<file path="src/rtl/conv_mac_accum.sv">
// conv_mac_accum: fixed-point multiply-accumulate feeding the leaky ReLU stage.
// Accumulates KERNEL_LEN signed a*w products onto a bias, then requantizes
// to DATA_WIDTH with round-half-up and saturation.
// Optional feature macro: CONV_MAC_SAT_STATS_EN (saturation event counter).
//
// state    | meaning
// ---------+----------------------------------------------------------
// S_IDLE   | waiting for start; bias latched into the accumulator on start
// S_ACCUM  | accepting taps (ready_out=1), KERNEL_LEN accepts then leave
// S_OUTPUT | one cycle: round, saturate, register y_out, pulse valid_out
module conv_mac_accum #(
  parameter int DATA_WIDTH = 16,
  parameter int FRAC_WIDTH = 8,
  parameter int ACC_WIDTH  = 40,
  parameter int KERNEL_LEN = 9
) (
  input  logic                         clk,
  input  logic                         rst_n,
  input  logic                         start,
  input  logic signed [DATA_WIDTH-1:0] bias_in,
  input  logic signed [DATA_WIDTH-1:0] a_in,
  input  logic signed [DATA_WIDTH-1:0] w_in,
  input  logic                         valid_in,
  output logic                         ready_out,
  output logic signed [DATA_WIDTH-1:0] y_out,
  output logic                         valid_out,
  output logic                         sat_out,
  output logic                         busy,
  output logic [15:0]                  sat_count
);

  localparam int CNT_W = (KERNEL_LEN > 1) ? $clog2(KERNEL_LEN) : 1;
  localparam logic [CNT_W-1:0] LAST_TAP = CNT_W'(KERNEL_LEN - 1);
  localparam logic signed [ACC_WIDTH-1:0] HALF_LSB = ACC_WIDTH'(1) << (FRAC_WIDTH - 1);
  localparam logic signed [ACC_WIDTH-1:0] ACC_MAX =
    {{(ACC_WIDTH-DATA_WIDTH+1){1'b0}}, {(DATA_WIDTH-1){1'b1}}};
  localparam logic signed [ACC_WIDTH-1:0] ACC_MIN =
    {{(ACC_WIDTH-DATA_WIDTH+1){1'b1}}, {(DATA_WIDTH-1){1'b0}}};
  localparam logic signed [DATA_WIDTH-1:0] Y_MAX = {1'b0, {(DATA_WIDTH-1){1'b1}}};
  localparam logic signed [DATA_WIDTH-1:0] Y_MIN = {1'b1, {(DATA_WIDTH-1){1'b0}}};

  typedef enum logic [1:0] {S_IDLE, S_ACCUM, S_OUTPUT} state_t;

  state_t                       r_state;
  state_t                       w_state_nxt;
  logic signed [ACC_WIDTH-1:0]  r_acc;
  logic [CNT_W-1:0]             r_count;

  logic                         w_accept;
  logic                         w_last;
  logic signed [2*DATA_WIDTH-1:0] w_prod;
  logic signed [ACC_WIDTH-1:0]  w_prod_ext;
  logic signed [ACC_WIDTH-1:0]  w_bias_ext;
  logic signed [ACC_WIDTH-1:0]  w_round;
  logic signed [ACC_WIDTH-1:0]  w_r;
  logic                         w_sat_hi;
  logic                         w_sat_lo;

  assign ready_out  = (r_state == S_ACCUM);
  assign busy       = (r_state != S_IDLE);
  assign w_accept   = ready_out && valid_in;
  assign w_last     = w_accept && (r_count == LAST_TAP);

  assign w_prod     = a_in * w_in;
  assign w_prod_ext = {{(ACC_WIDTH-2*DATA_WIDTH){w_prod[2*DATA_WIDTH-1]}}, w_prod};
  // Bias is aligned to the product's 2*FRAC_WIDTH fractional bits.
  assign w_bias_ext = {{(ACC_WIDTH-DATA_WIDTH-FRAC_WIDTH){bias_in[DATA_WIDTH-1]}},
                       bias_in, {FRAC_WIDTH{1'b0}}};
  assign w_round    = r_acc + HALF_LSB;
  assign w_r        = w_round >>> FRAC_WIDTH;
  assign w_sat_hi   = (w_r > ACC_MAX);
  assign w_sat_lo   = (w_r < ACC_MIN);

  // State register.
  always_ff @(posedge clk or negedge rst_n) begin
    if (!rst_n) r_state <= S_IDLE;
    else        r_state <= w_state_nxt;
  end

  // Next-state decode.
  always_comb begin
    w_state_nxt = r_state;
    case (r_state)
      S_IDLE:   if (start) w_state_nxt = S_ACCUM;
      S_ACCUM:  if (w_last) w_state_nxt = S_OUTPUT;
      S_OUTPUT: w_state_nxt = S_IDLE;
      default:  w_state_nxt = S_IDLE;
    endcase
  end

  // Accumulator, tap counter and registered requantized result.
  always_ff @(posedge clk or negedge rst_n) begin
    if (!rst_n) begin
      r_acc     <= '0;
      r_count   <= '0;
      y_out     <= '0;
      valid_out <= 1'b0;
      sat_out   <= 1'b0;
    end else begin
      valid_out <= 1'b0;
      case (r_state)
        S_IDLE: begin
          if (start) begin
            r_acc   <= w_bias_ext;
            r_count <= '0;
          end
        end
        S_ACCUM: begin
          if (w_accept) begin
            r_acc   <= r_acc + w_prod_ext;
            r_count <= r_count + CNT_W'(1);
          end
        end
        S_OUTPUT: begin
          valid_out <= 1'b1;
          sat_out   <= w_sat_hi || w_sat_lo;
          if (w_sat_hi)      y_out <= Y_MAX;
          else if (w_sat_lo) y_out <= Y_MIN;
          else               y_out <= w_r[DATA_WIDTH-1:0];
        end
        default: ;
      endcase
    end
  end

`ifdef CONV_MAC_SAT_STATS_EN
  logic [15:0] r_sat_count;

  // Count saturated results, sticking at all-ones.
  always_ff @(posedge clk or negedge rst_n) begin
    if (!rst_n) begin
      r_sat_count <= '0;
    end else if ((r_state == S_OUTPUT) && (w_sat_hi || w_sat_lo) &&
                 (r_sat_count != 16'hFFFF)) begin
      r_sat_count <= r_sat_count + 16'd1;
    end
  end

  assign sat_count = r_sat_count;
`else
  assign sat_count = 16'd0;
`endif

endmodule

</file>
<file path="config.mk">
export PLATFORM = sky130hd
export DESIGN_NAME = conv_mac_accum
export DESIGN_NICKNAME = d
export VERILOG_FILES = /design/src/rtl/conv_mac_accum.sv
export SDC_FILE = /design/constraint.sdc
export NUM_CORES = 1
export LEC_CHECK = 0
export ABC_AREA = 0
export BUFFER_PORTS_ARGS = -buffer_cell sky130_fd_sc_hd__buf_4
export CAP_MARGIN = 20
export CORE_ASPECT_RATIO = 0.7
export CORE_MARGIN = 1.5
export CORE_UTILIZATION = 30
export DETAILED_ROUTE_END_ITERATION = 8
export GPL_ROUTABILITY_DRIVEN = 0
export GPL_TIMING_DRIVEN = 0
export PLACE_DENSITY = 0.52
export REMOVE_ABC_BUFFERS = 1
export SLEW_MARGIN = 20
export SYNTH_ARGS = -nofsm -noshare
export SYNTH_HDL_FRONTEND = slang
export SYNTH_SLANG_ARGS = --single-unit
</file>
<file path="constraint.sdc">
create_clock -name clk -period 6.8 [get_ports clk]
set_clock_uncertainty 0.05 [all_clocks]
set_input_delay 0.34 -clock clk [delete_from_list [all_inputs] [get_ports clk]]
set_output_delay 0.34 -clock clk [all_outputs]
set_load 0.02 [all_outputs]
</file>
---- Word-level counts from Yosys, hierarchy flattened ----
Index checks and enable logic that the tools add are counted.
word-level totals
  bits of input ports ..................... 52
  bits in registers ....................... 64
  output and inout port bits .............. 36
  logic and storage cells ................. 38
cells by class
  reductions and logical operators ........ 8
  multiply operators ...................... 1
  order comparisons ....................... 2
  equality and inequality tests ........... 6
  multiplexer cells ....................... 12
  add/sub/neg operators ................... 3
operators with widths
  operator               count
  $mux 40                2
  $pmux 40 s2            1
  $add 40x32->40         1
  $add 40x9->40 const B  1
  $gt 32x16->1 const B   1
  $lt 32x16->1 const B   1
  $mul 16x16->32         1
  $mux 16                2
  $mux 4                 2
  $pmux 4 s2             1
  $add 4x1->4 const B    1
  $eq 4x4->1 const B     1
  $mux 2                 2
  $ne 2x1->1 const B     2
  $pmux 2 s2             1
  $reduce_bool 2->1      2
  $reduce_and 3->1       1
  $eq 2x1->1 const B     1
  $eq 2x2->1 const B     1
  $logic_and 1x1->1      2
  $logic_not 2->1        1
  $ne 2x2->1 const B     1
  $reduce_and 2->1       1
  $logic_or 1x1->1       1
  $mux 1                 1

---- Logic depth before layout (Yosys ltp) ----
Gate-level depths: netlist of the first run.
  word-level depth ........................ 5
  depth in mapped cells ................... 25
  mapped depth without buffers ............ 24

---- Worst setup path before layout of the first run ----
No wires, ideal clock.
  kind .................................... input to register
  from .................................... input port a_in[15]
  to ...................................... register r_acc[39]
  required time ........................... 6.617 ns
  slack ................................... 0.343 ns
  stages on the path ...................... 23
  arrival ................................. 6.274 ns
  setup time .............................. 0.133 ns
  path buffers ............................ 2
  path through ............................ clkbuf_1 > nand2_1 > fa_1 > inv_1 > fa_1 > inv_1 > fa_1 > inv_1 > fa_1 > fa_1 > inv_1 > fa_1 > inv_1 > ha_1 > clkbuf_1 > nand3_1 > nor2_1 > o2111ai_1 > a211oi_1 > nor3_1 > o41ai_1 > a21oi_1 > nand3b_1
on the way
  cells in the longest elaborated chain, start to end .. 4
RTL lines
  what                    RTL line  RTL
  start: declaration      21        input logic signed [DATA_WIDTH-1:0] a_in,
  $mul 16x16->32          64        assign w_prod = a_in * w_in;
  $add 40x32->40          110       r_acc <= r_acc + w_prod_ext;
  $mux 40                 109       if (w_accept) begin
  $pmux 40 s2             101       case (r_state)
  end signal: assignment  104       r_acc <= w_bias_ext;
  end signal: assignment  110
  end: declaration        46        logic signed [ACC_WIDTH-1:0] r_acc;
Every way passes these cells. The select of a mux whose other input is x is not followed.
A chain may end at the register's enable or synchronous reset.

---- Worst setup path in the final report of the first run ----
  from .................................... input port w_in[3]
  to ...................................... register r_acc[38]
on the way
  cells in the longest elaborated chain, start to end .. 4
RTL lines
  what                RTL line  RTL
  start: declaration  22        input logic signed [DATA_WIDTH-1:0] w_in,
  $mul 16x16->32      64
  $add 40x32->40      110
  $mux 40             109
  $pmux 40 s2         101
Every way passes these cells. The select of a mux whose other input is x is not followed.

==> impl_metrics.json, run 1 <==
{
  "grt_pass1_vias": 12265,
  "cp.required_ps": 6990,
  "slew_headroom": 0.328,
  "drtAntennaViolNets": 0,
  "finalSetupTns_ps": 0,
  "cts_buffer_depth": 2,
  "clock-root-buffer": "clkbuf_16",
  "route.detailed.drc": 0,
  "dp_slack_ps": -529,
  "worstMarginPinSlew_ps": 1010,
  "antenna_found_initial": 0,
  "holdWs_ps": 62.6,
  "areaGrowthSynthToFinish_pct": 10.4,
  "status": "completed",
  "fp-row-count": 69,
  "yosys.area.top_type_share": 0.422,
  "fillCellCount": 5306,
  "finalCritPeriodShare": 0.965,
  "synth_edf_count": 0,
  "cp_max_fo": 16,
  "layout-drive-gt1-share": 0.0780,
  "cts.htree.levels": 3,
  "period_minus_slack_ps": 6560,
  "ys_seq_elements": 64,
  "drt_wl_total_um": 37700,
  "nNetsFinal": 2238,
  "ys_types": 71,
  "grt_max_degree": 65,
  "finalWorstSetupSlack_ps": 238,
  "cts_tree": "yes",
  "synth.largest_area_cell": "fa_1",
  "die_w_um": 276,
  "diodes": 0,
  "utilization": 0.338,
  "overflow": 0,
  "hold_violations": 0,
  "synth-seq-area-share": 0.102,
  "dominantRegCellSynth": "dfrtp_1",
  "initial_core_util": 0.306,
  "clock_latency_ps": 340,
  "async_flop_share": 1.00,
  "grt_first_pass_wirelength_um": 64500,
  "ios": 88,
  "critPathKind": "input port to flop",
  "syn_area_per_cell_sq_um": 9.21,
  "dpl.hpwl_um": 32500,
  "synth.top_cells.by_area": "fa_1 (42%), dfrtp_1 (10%), inv_1 (9.8%)",
  "core_sq_um": 51100,
  "fp.dieH_um": 194,
  "finalMaxSlewViolations": 0,
  "seq_area_sq_um": 1600,
  "critical_path_arrival_ps": 6750,
  "drt_iter0_markers": 477,
  "wire_per_inst_um": 15.6,
  "io_buffers": 71,
  "clk_pin_slew_worst_paths_ps": 50,
  "crit_path_end_kind": "flop",
  "grtUsageTotal": 0.151,
  "syn-cell-area_sq_um": 15600,
  "max-cap-violations": 0,
  "die_area_sq_um": 53500,
  "cts.sinks": 64,
  "finalSetupViolCount": 0,
  "num_vias": 11149,
  "drtPass1Iterations": 5,
  "multi_input_area_sq_um": 12300,
  "crit_path_start_kind": "input port",
  "ys_warn_count": 0,
  "cts_buffers": 9,
  "synthCells": 1699,
  "clock.fmax_mhz": 152,
  "min_path_type": "input port to asynchronous set/reset pin",
  "via_per_inst": 4.61
}
## placed cells by master, fill, tap and decap left out, drive strengths merged, types with 17 or more instances in the layout
cell type  count
nand2        178
inv          405
a21oi         51
xnor2         30
a21o          19
xor2          27
and2         118
buf           81
o21ai         46
ha           118
nor2          63
nand3         20
nor3          17
fa           330
dfrtp         64
## state kept, by name, indices dropped and copies added (netlist names)
name,flops
r_acc,40
y_out,16
valid_out,1
sat_out,1
r_count,4
r_state,2
## cells in the mapped netlist, types with 4 or more instances
master / n
dfrtp_1: 64
a31oi_1: 5
nand3_1: 20
a21o_1: 19
clkbuf_1: 46
nand4_1: 7
xor2_1: 27
a22oi_1: 11
nand2_1: 177
xnor2_1: 30
nand2b_1: 12
o22a_1: 12
buf_4: 16
nor2_1: 62
a21oi_1: 51
and3_1: 5
fa_1: 330
or3_1: 5
a22o_1: 6
a211oi_1: 6
nor3_1: 16
nor2b_1: 4
o31ai_1: 4
inv_1: 409
and2_1: 118
ha_1: 118
nor4_1: 4
o21ai_0: 46
## worst paths after layout
check / startpoint / to / slack (ps) / cells after the start
worst max-delay path: w_in[3] / r_acc[38]$_DFFE_PN0P_ / 240 / 23
worst min-delay path: rst_n / r_state[1]$_DFFE_PN0P_ / 60 / 1
worst max register to register: r_acc[15]$_DFFE_PN0P_ / r_acc[38]$_DFFE_PN0P_ / 920 / 20
worst min register to register: y_out[1]$_DFFE_PN0P_ / y_out[1]$_DFFE_PN0P_ / 460 / 1
max in group asynchronous: rst_n / r_acc[37]$_DFFE_PN0P_ / 6060 / 1
min in group clk: bias_in[8] / r_acc[16]$_DFFE_PN0P_ / 180 / 2
## timing repair
action / 4_1_cts / 5_1_grt
hold buffers: 0 / 0
endpoints found under the hold margin: 0 / 0
setup buffers: 0 / 7
pin swaps: 0 / 6
setup endpoints to repair: 3 / 8
resized for setup: 2 / 16
cloned: 0 / 0
## through the flow
stage | instances | cell area (sq um)
after floorplan | 1646 | 15400
after global placement | 2391 | 16700
after detailed placement | 2393 | 16800
after CTS | 2409 | 17100
after global routing | 2417 | 17300
final | 2417 | 17300
## worst max-delay path, stage by stage
cell	delay, ps
buf_4	180
and2_1	200
fa_2	660
clkinvlp_4	190
buf_4	180
fa_1	420
fa_1	490
inv_1	50
fa_1	470
fa_1	550
inv_1	50
fa_1	530
inv_1	40
ha_1	380
a21oi_1	320
and2_1	180
nand4_1	220
a21oi_2	300
nor3_1	110
o31ai_2	320
a21oi_2	120
a211o_1	310
o211ai_1	110
## routing by layer
layer  share of wire  up-vias  global-route usage
met5               0        -                   0
met4          0.0025        0             0.00926
met3           0.026       11              0.0146
met2            0.47      147               0.246
met1            0.51     5771               0.225
li1                -     5220                   -
## cells by family after synthesis
group                      after synthesis  share of synthesized area
other                                    1                   0.000240
xor gates and xnor gates                57                     0.0319
DFF                                     64                      0.102
buffers and inverters                  477                      0.119
and+or+nand+nor                        453                      0.144
adders and majority gates              448                      0.517
muxes                                    4                    0.00272
AOI/OAI and AO/OA                      195                     0.0822
## cell type report
| cell class | count | share of cell area |
|---|---|---|
| Clock inverter | 2 | 0.00203 |
| Tap cell | 674 | 0.0488 |
| Multi-Input combinational cell | 1173 | 0.713 |
| Sequential cell | 64 | 0.0927 |
| Timing Repair Buffer | 81 | 0.0375 |
| Inverter | 409 | 0.0898 |
| Clock buffer | 14 | 0.0164 |
Power of run 1 is not shown: default switching activity piles up to over one toggle a cycle in this logic, so the estimate is an artifact.
==> run 2: changes to the inputs <==
- CTS_BUF_LIST: not set -> sky130_fd_sc_hd__clkbuf_16
==> run 2 against run 1 <==
Setup slack gained 16 ps. Critical path depth unchanged. Final cell count did not move. Design area fell by 0.23%. Die area unchanged. Non-clock buffer count unchanged. Sequential share of layout area is essentially flat. Global-route usage hardly changed. Fmax grew 0.24%. Utilization decreased by 0.078 points. Register-to-register slack is essentially flat. Flip-flop and latch count stayed put. Critical endpoint unchanged.
==> impl_metrics.json, run 2 (synthesis gave the netlist of run 1 again) <==
{
  "status": "completed",
  "cts_buffer_depth": 2,
  "core_sq_um": 51100,
  "min_path_type": "input port to asynchronous set/reset pin",
  "grtUsageTotal": 0.151,
  "areaGrowthSynthToFinish_pct": 10.2,
  "utilization": 0.337,
  "period_minus_slack_ps": 6550,
  "largest_reg_flops": 40,
  "diodes": 0,
  "grt_pass1_vias": 12270,
  "critical_path_arrival_ps": 6730,
  "via_per_inst": 4.60,
  "cp_top_family": "adder cells",
  "drtPass1Iterations": 5,
  "holdWs_ps": 62.0,
  "slew_headroom": 0.355,
  "drtAntennaViolNets": 0,
  "antenna_found_initial": 0,
  "crit_buf_inv": 6,
  "crit_path_start_kind": "input port",
  "clock.fmax_mhz": 153,
  "die_area_sq_um": 53500,
  "route.detailed.drc": 0,
  "final_cell_mix": "inv_1 (406), fa_1 (328), nand2_1 (176)",
  "layout-drive-gt1-share": 0.0757,
  "overflow": 0,
  "num_vias": 11125,
  "worst_path_largest_cell_delay_ps": 660,
  "regMostFlops": "r_acc",
  "critPathKind": "input port to flop",
  "worstMarginPinSlew_ps": 967,
  "cts_buffers": 9,
  "cp_common_cell": "fa_1",
  "final_common_cell": "inv_1",
  "drt_iter0_markers": 498,
  "clock-root-buffer": "clkbuf_16",
  "wire_per_inst_um": 15.6,
  "cts.sinks": 64,
  "cts.htree.levels": 3,
  "cp.required_ps": 6990,
  "clock_latency_ps": 340,
  "crit_path_end_kind": "flop",
  "grt_first_pass_wirelength_um": 64500,
  "io_buffers": 71,
  "crit_slowest_cell": "fa_2",
  "reg.largest.list": "r_acc x40, y_out x16, r_count x4",
  "ios": 88,
  "finalCritPeriodShare": 0.963,
  "die_w_um": 276,
  "finalMaxSlewViolations": 0,
  "cts_hold_buf": 0,
  "cts_tree": "yes",
  "crit_chain": "buf_4, and2_1, fa_2, clkinvlp_4, buf_4, fa_1, fa_1, inv_1, fa_1, fa_1, inv_1, fa_1, inv_1, ha_1, a21oi_1, and2_1, nand4_1, a21oi_2, nor3_1, o31ai_2, a21oi_2, a211o_1, o211ai_1",
  "fillCellCount": 5309,
  "clk_pin_slew_worst_paths_ps": 50,
  "dpl.hpwl_um": 32500,
  "hold_violations": 0,
  "drt_wl_total_um": 37700,
  "max-cap-violations": 0,
  "nNetsFinal": 2238,
  "initial_core_util": 0.306,
  "fp.dieH_um": 194,
  "finalSetupViolCount": 0,
  "cp_max_fo": 16,
  "grt_max_degree": 65,
  "fp-row-count": 69
}
## run 2: cell count changes in the layout (fill, tap and decap cells not counted)
| cell | previous run | this run |
|---|---|---|
| clkbuf_8 | 4 | 0 |
| clkinv_1 | 0 | 4 |
| inv_1 | 405 | 406 |
| clkbuf_1 | 1 | 0 |
## run 2: worst reg2reg max path: stages (launching register included)
cell and delay [ps]:
dfrtp_1 450, inv_1 150, fa_1 530, inv_1 50
fa_1 520, fa_1 430, fa_1 490, inv_1 50
fa_1 540, inv_1 50, ha_1 350, a211oi_1 300
o21ai_1 150, o2111ai_2 150, nand4_1 260, a21oi_2 300
nor3_1 110, o31ai_2 320, a21oi_2 120, a211o_1 310
o211ai_1 110
## run 2: repair_timing
item	in CTS	in global routing
endpoints found under the setup margin	3	8
pin swaps	0	6
resized for setup	2	16
setup buffers	0	7
cloned	0	0
## run 2: worst paths after layout
check	start	end	slack (ps)	cells past startpoint
setup / recovery	w_in[3]	r_acc[38]$_DFFE_PN0P_	250	23
hold / removal	rst_n	r_state[1]$_DFFE_PN0P_	60	1
setup reg to reg	r_acc[15]$_DFFE_PN0P_	r_acc[38]$_DFFE_PN0P_	910	20
hold reg to reg	y_out[1]$_DFFE_PN0P_	y_out[1]$_DFFE_PN0P_	460	1
max in group asynchronous	rst_n	r_acc[37]$_DFFE_PN0P_	6070	1
min in group clk	bias_in[8]	r_acc[16]$_DFFE_PN0P_	180	2
## run 2: stage by stage
stage | cells | setup slack [ps] | instance area [sq um] | setup TNS (ps)
global route | 2417 | -13.7 | 17200 | -17.4
CTS | 2409 | 68.1 | 17100 | 0
global placement | 2391 | -499 | 16700 | -1830
detailed placement | 2393 | -529 | 16800 | -2130
floorplan | 1646 | 664 | 15400 | 0
finish | 2417 | 254 | 17200 | 0
## run 2: cell type report
| cell class | count | area, sq um | share of cell area |
|---|---|---|---|
| clock buffers | 9 | 225 | 0.0131 |
| clock inverters | 7 | 53.8 | 0.00312 |
| inverters | 409 | 1550 | 0.0900 |
| multi-input cells | 1173 | 12300 | 0.714 |
| flip-flops and latches | 64 | 1600 | 0.0930 |
| well taps | 674 | 843 | 0.0489 |
| repair buffers | 81 | 648 | 0.0376 |
## run 2: routing by layer
metal	part of all wire	GRT usage	wire length [um]
met3	0.027	0.0146	1000
met1	0.50	0.225	19000
met5	0	0	0
met4	0.0025	0.00926	96
met2	0.47	0.246	17600
Power of run 2 is left out for the same reason.
==> run 3: changes to the inputs <==
- SETUP_SLACK_MARGIN: not set -> 0.5
==> run 3 against run 2 <==
Wire length is 1.7% higher. Worst hold slack hardly changed. Setup slack better by 420 ps. Utilization is 0.96 points higher. Global-route usage is 0.12 points higher. Design area is 2.8% higher. Highest routed layer unchanged. Non-clock buffer count is 12 higher. Via count is 1.1% higher.
==> impl_metrics.json, run 3 (synthesis gave the netlist of run 1 again) <==
{
  "period_minus_slack_ps": 6130,
  "status": "completed",
  "io_buffers": 71,
  "cts_tree": "yes",
  "worstMarginPinSlew_ps": 966,
  "crit_path_end_kind": "flop",
  "regMostFlops": "r_acc",
  "die_area_sq_um": 53500,
  "reg.largest.list": "r_acc x40, y_out x16, r_count x4",
  "rr_worst_depth": 20,
  "finalSetupViolCount": 0,
  "grt_setup_unrepaired": "no",
  "final_cell_mix": "inv_1 (404), fa_1 (325), nand2_1 (170)",
  "fillCellCount": 5267,
  "cts.sinks": 64,
  "via_per_inst": 4.63,
  "grt_first_pass_wirelength_um": 65000,
  "critPathKind": "input port to flop",
  "grt_max_degree": 65,
  "drt_iter0_markers": 431,
  "fp.dieH_um": 194,
  "cp-startpoint": "a_in[4]",
  "finalCritPeriodShare": 0.901,
  "core_sq_um": 51100,
  "utilization": 0.347,
  "ios": 88,
  "max-cap-violations": 0,
  "overflow": 0,
  "grtUsageTotal": 0.152,
  "hold_violations": 0,
  "nNetsFinal": 2250,
  "slew_headroom": 0.356,
  "largest_reg_flops": 40,
  "grt_pass1_vias": 12364,
  "cts.htree.levels": 3,
  "drt_wl_total_um": 38300,
  "critPathCapture": "r_acc[38]$_DFFE_PN0P_",
  "cts_hold_buf": 0,
  "initial_core_util": 0.306,
  "route.detailed.drc": 0,
  "clock_latency_ps": 340,
  "wire_per_inst_um": 15.8,
  "finalMaxSlewViolations": 0,
  "wl_met1_um": 19100,
  "drtPass1Iterations": 8,
  "num_vias": 11245,
  "dpl.hpwl_um": 32500,
  "areaGrowthSynthToFinish_pct": 13.3,
  "cp.required_ps": 6990,
  "clk_pin_slew_worst_paths_ps": 50,
  "cp_max_fo": 16,
  "final_common_cell": "inv_1",
  "layout-drive-gt1-share": 0.105,
  "cts_buffers": 9,
  "drtAntennaViolNets": 0,
  "min_path_type": "input port to asynchronous set/reset pin",
  "timing.rr.end": "r_acc[38]$_DFFE_PN0P_",
  "critical_path_arrival_ps": 6320,
  "crit_path_start_kind": "input port",
  "clock.fmax_mhz": 163,
  "clock-root-buffer": "clkbuf_16",
  "routed.top_layer": "met4",
  "r2r_setup_slack_ps": 1150,
  "die_w_um": 276,
  "cts_buffer_depth": 2,
  "reg2reg_from": "r_acc[7]$_DFFE_PN0P_",
  "wl_met2_um": 17900,
  "met3_length_um": 1180,
  "antenna_found_initial": 0,
  "fp-row-count": 69,
  "diodes": 0
}
## run 3: changes by cell type in the layout (fill, tap and decap cells not counted), moves of 4 or more
cell,previous run,this run
ha_2,0,6
buf_6,0,12
ha_4,0,8
buf_12,1,5
nand2_1,176,170
o21ai_0,44,40
buf_4,78,72
ha_1,118,104
## run 3: through the flow
stage                     TNS [ps]  hold slack [ps]  std cells  setup slack, ps  instance area, sq um
after floorplan                  0            -5.59       1646              664                 15400
after global placement       -1830              441       2391             -499                 16700
after detailed placement     -2130              442       2393             -529                 16800
after CTS                        0              104       2420              482                 17400
after global routing             0              130       2429              495                 17700
final                            0             61.6       2429              672                 17700
## run 3: how the worst min path moves through the flow
stage / depth (start not counted) / slack [ps] / endpoint
floorplan: 0 / -6 / r_acc[0]$_DFFE_PN0P_
global placement: 1 / 440 / r_acc[1]$_DFFE_PN0P_
detailed placement: 1 / 440 / r_acc[0]$_DFFE_PN0P_
CTS: 1 / 100 / r_count[0]$_DFFE_PN0P_
global route: 1 / 130 / r_state[1]$_DFFE_PN0P_
finish: 1 / 60 / r_state[1]$_DFFE_PN0P_
## run 3: cell type report
type                            count  area, sq um  share of cell area
Tap cell                          674          843              0.0476
Multi-Input combinational cell   1173        12600               0.710
Sequential cell                    64         1600              0.0904
Timing Repair Buffer               93          871              0.0491
Clock inverter                      7         53.8             0.00304
Inverter                          409         1550              0.0875
Clock buffer                        9          225              0.0127
## run 3: repair_timing
item | in CTS | in global routing
endpoints found under the setup margin | 12 | 14
cloned | 0 | 1
buffers inserted | 11 | 7
pin swaps | 15 | 36
gates resized for setup | 35 | 69
## run 3: per-layer routing
layer	global-route usage	up-vias
met5	0	-
met4	0.00926	0
met3	0.0160	9
met2	0.248	170
met1	0.225	5822
li1	-	5244
## run 3: worst max-delay path, stage by stage
cell and delay [ps]:
buf_4 190, and2_1 180, fa_1 530, inv_1 60, fa_1 440, fa_1 500, fa_1 490, inv_1 60
fa_1 540, inv_1 60, fa_1 530, inv_1 70, ha_4 250, and2_1 180, and4_4 200, o211ai_1 240
nand4_1 310, a21oi_2 300, nor3_2 70, o31ai_2 260, a21oi_2 120, a211o_1 280, o211ai_1 110
Power of run 3 is left out for the same reason.
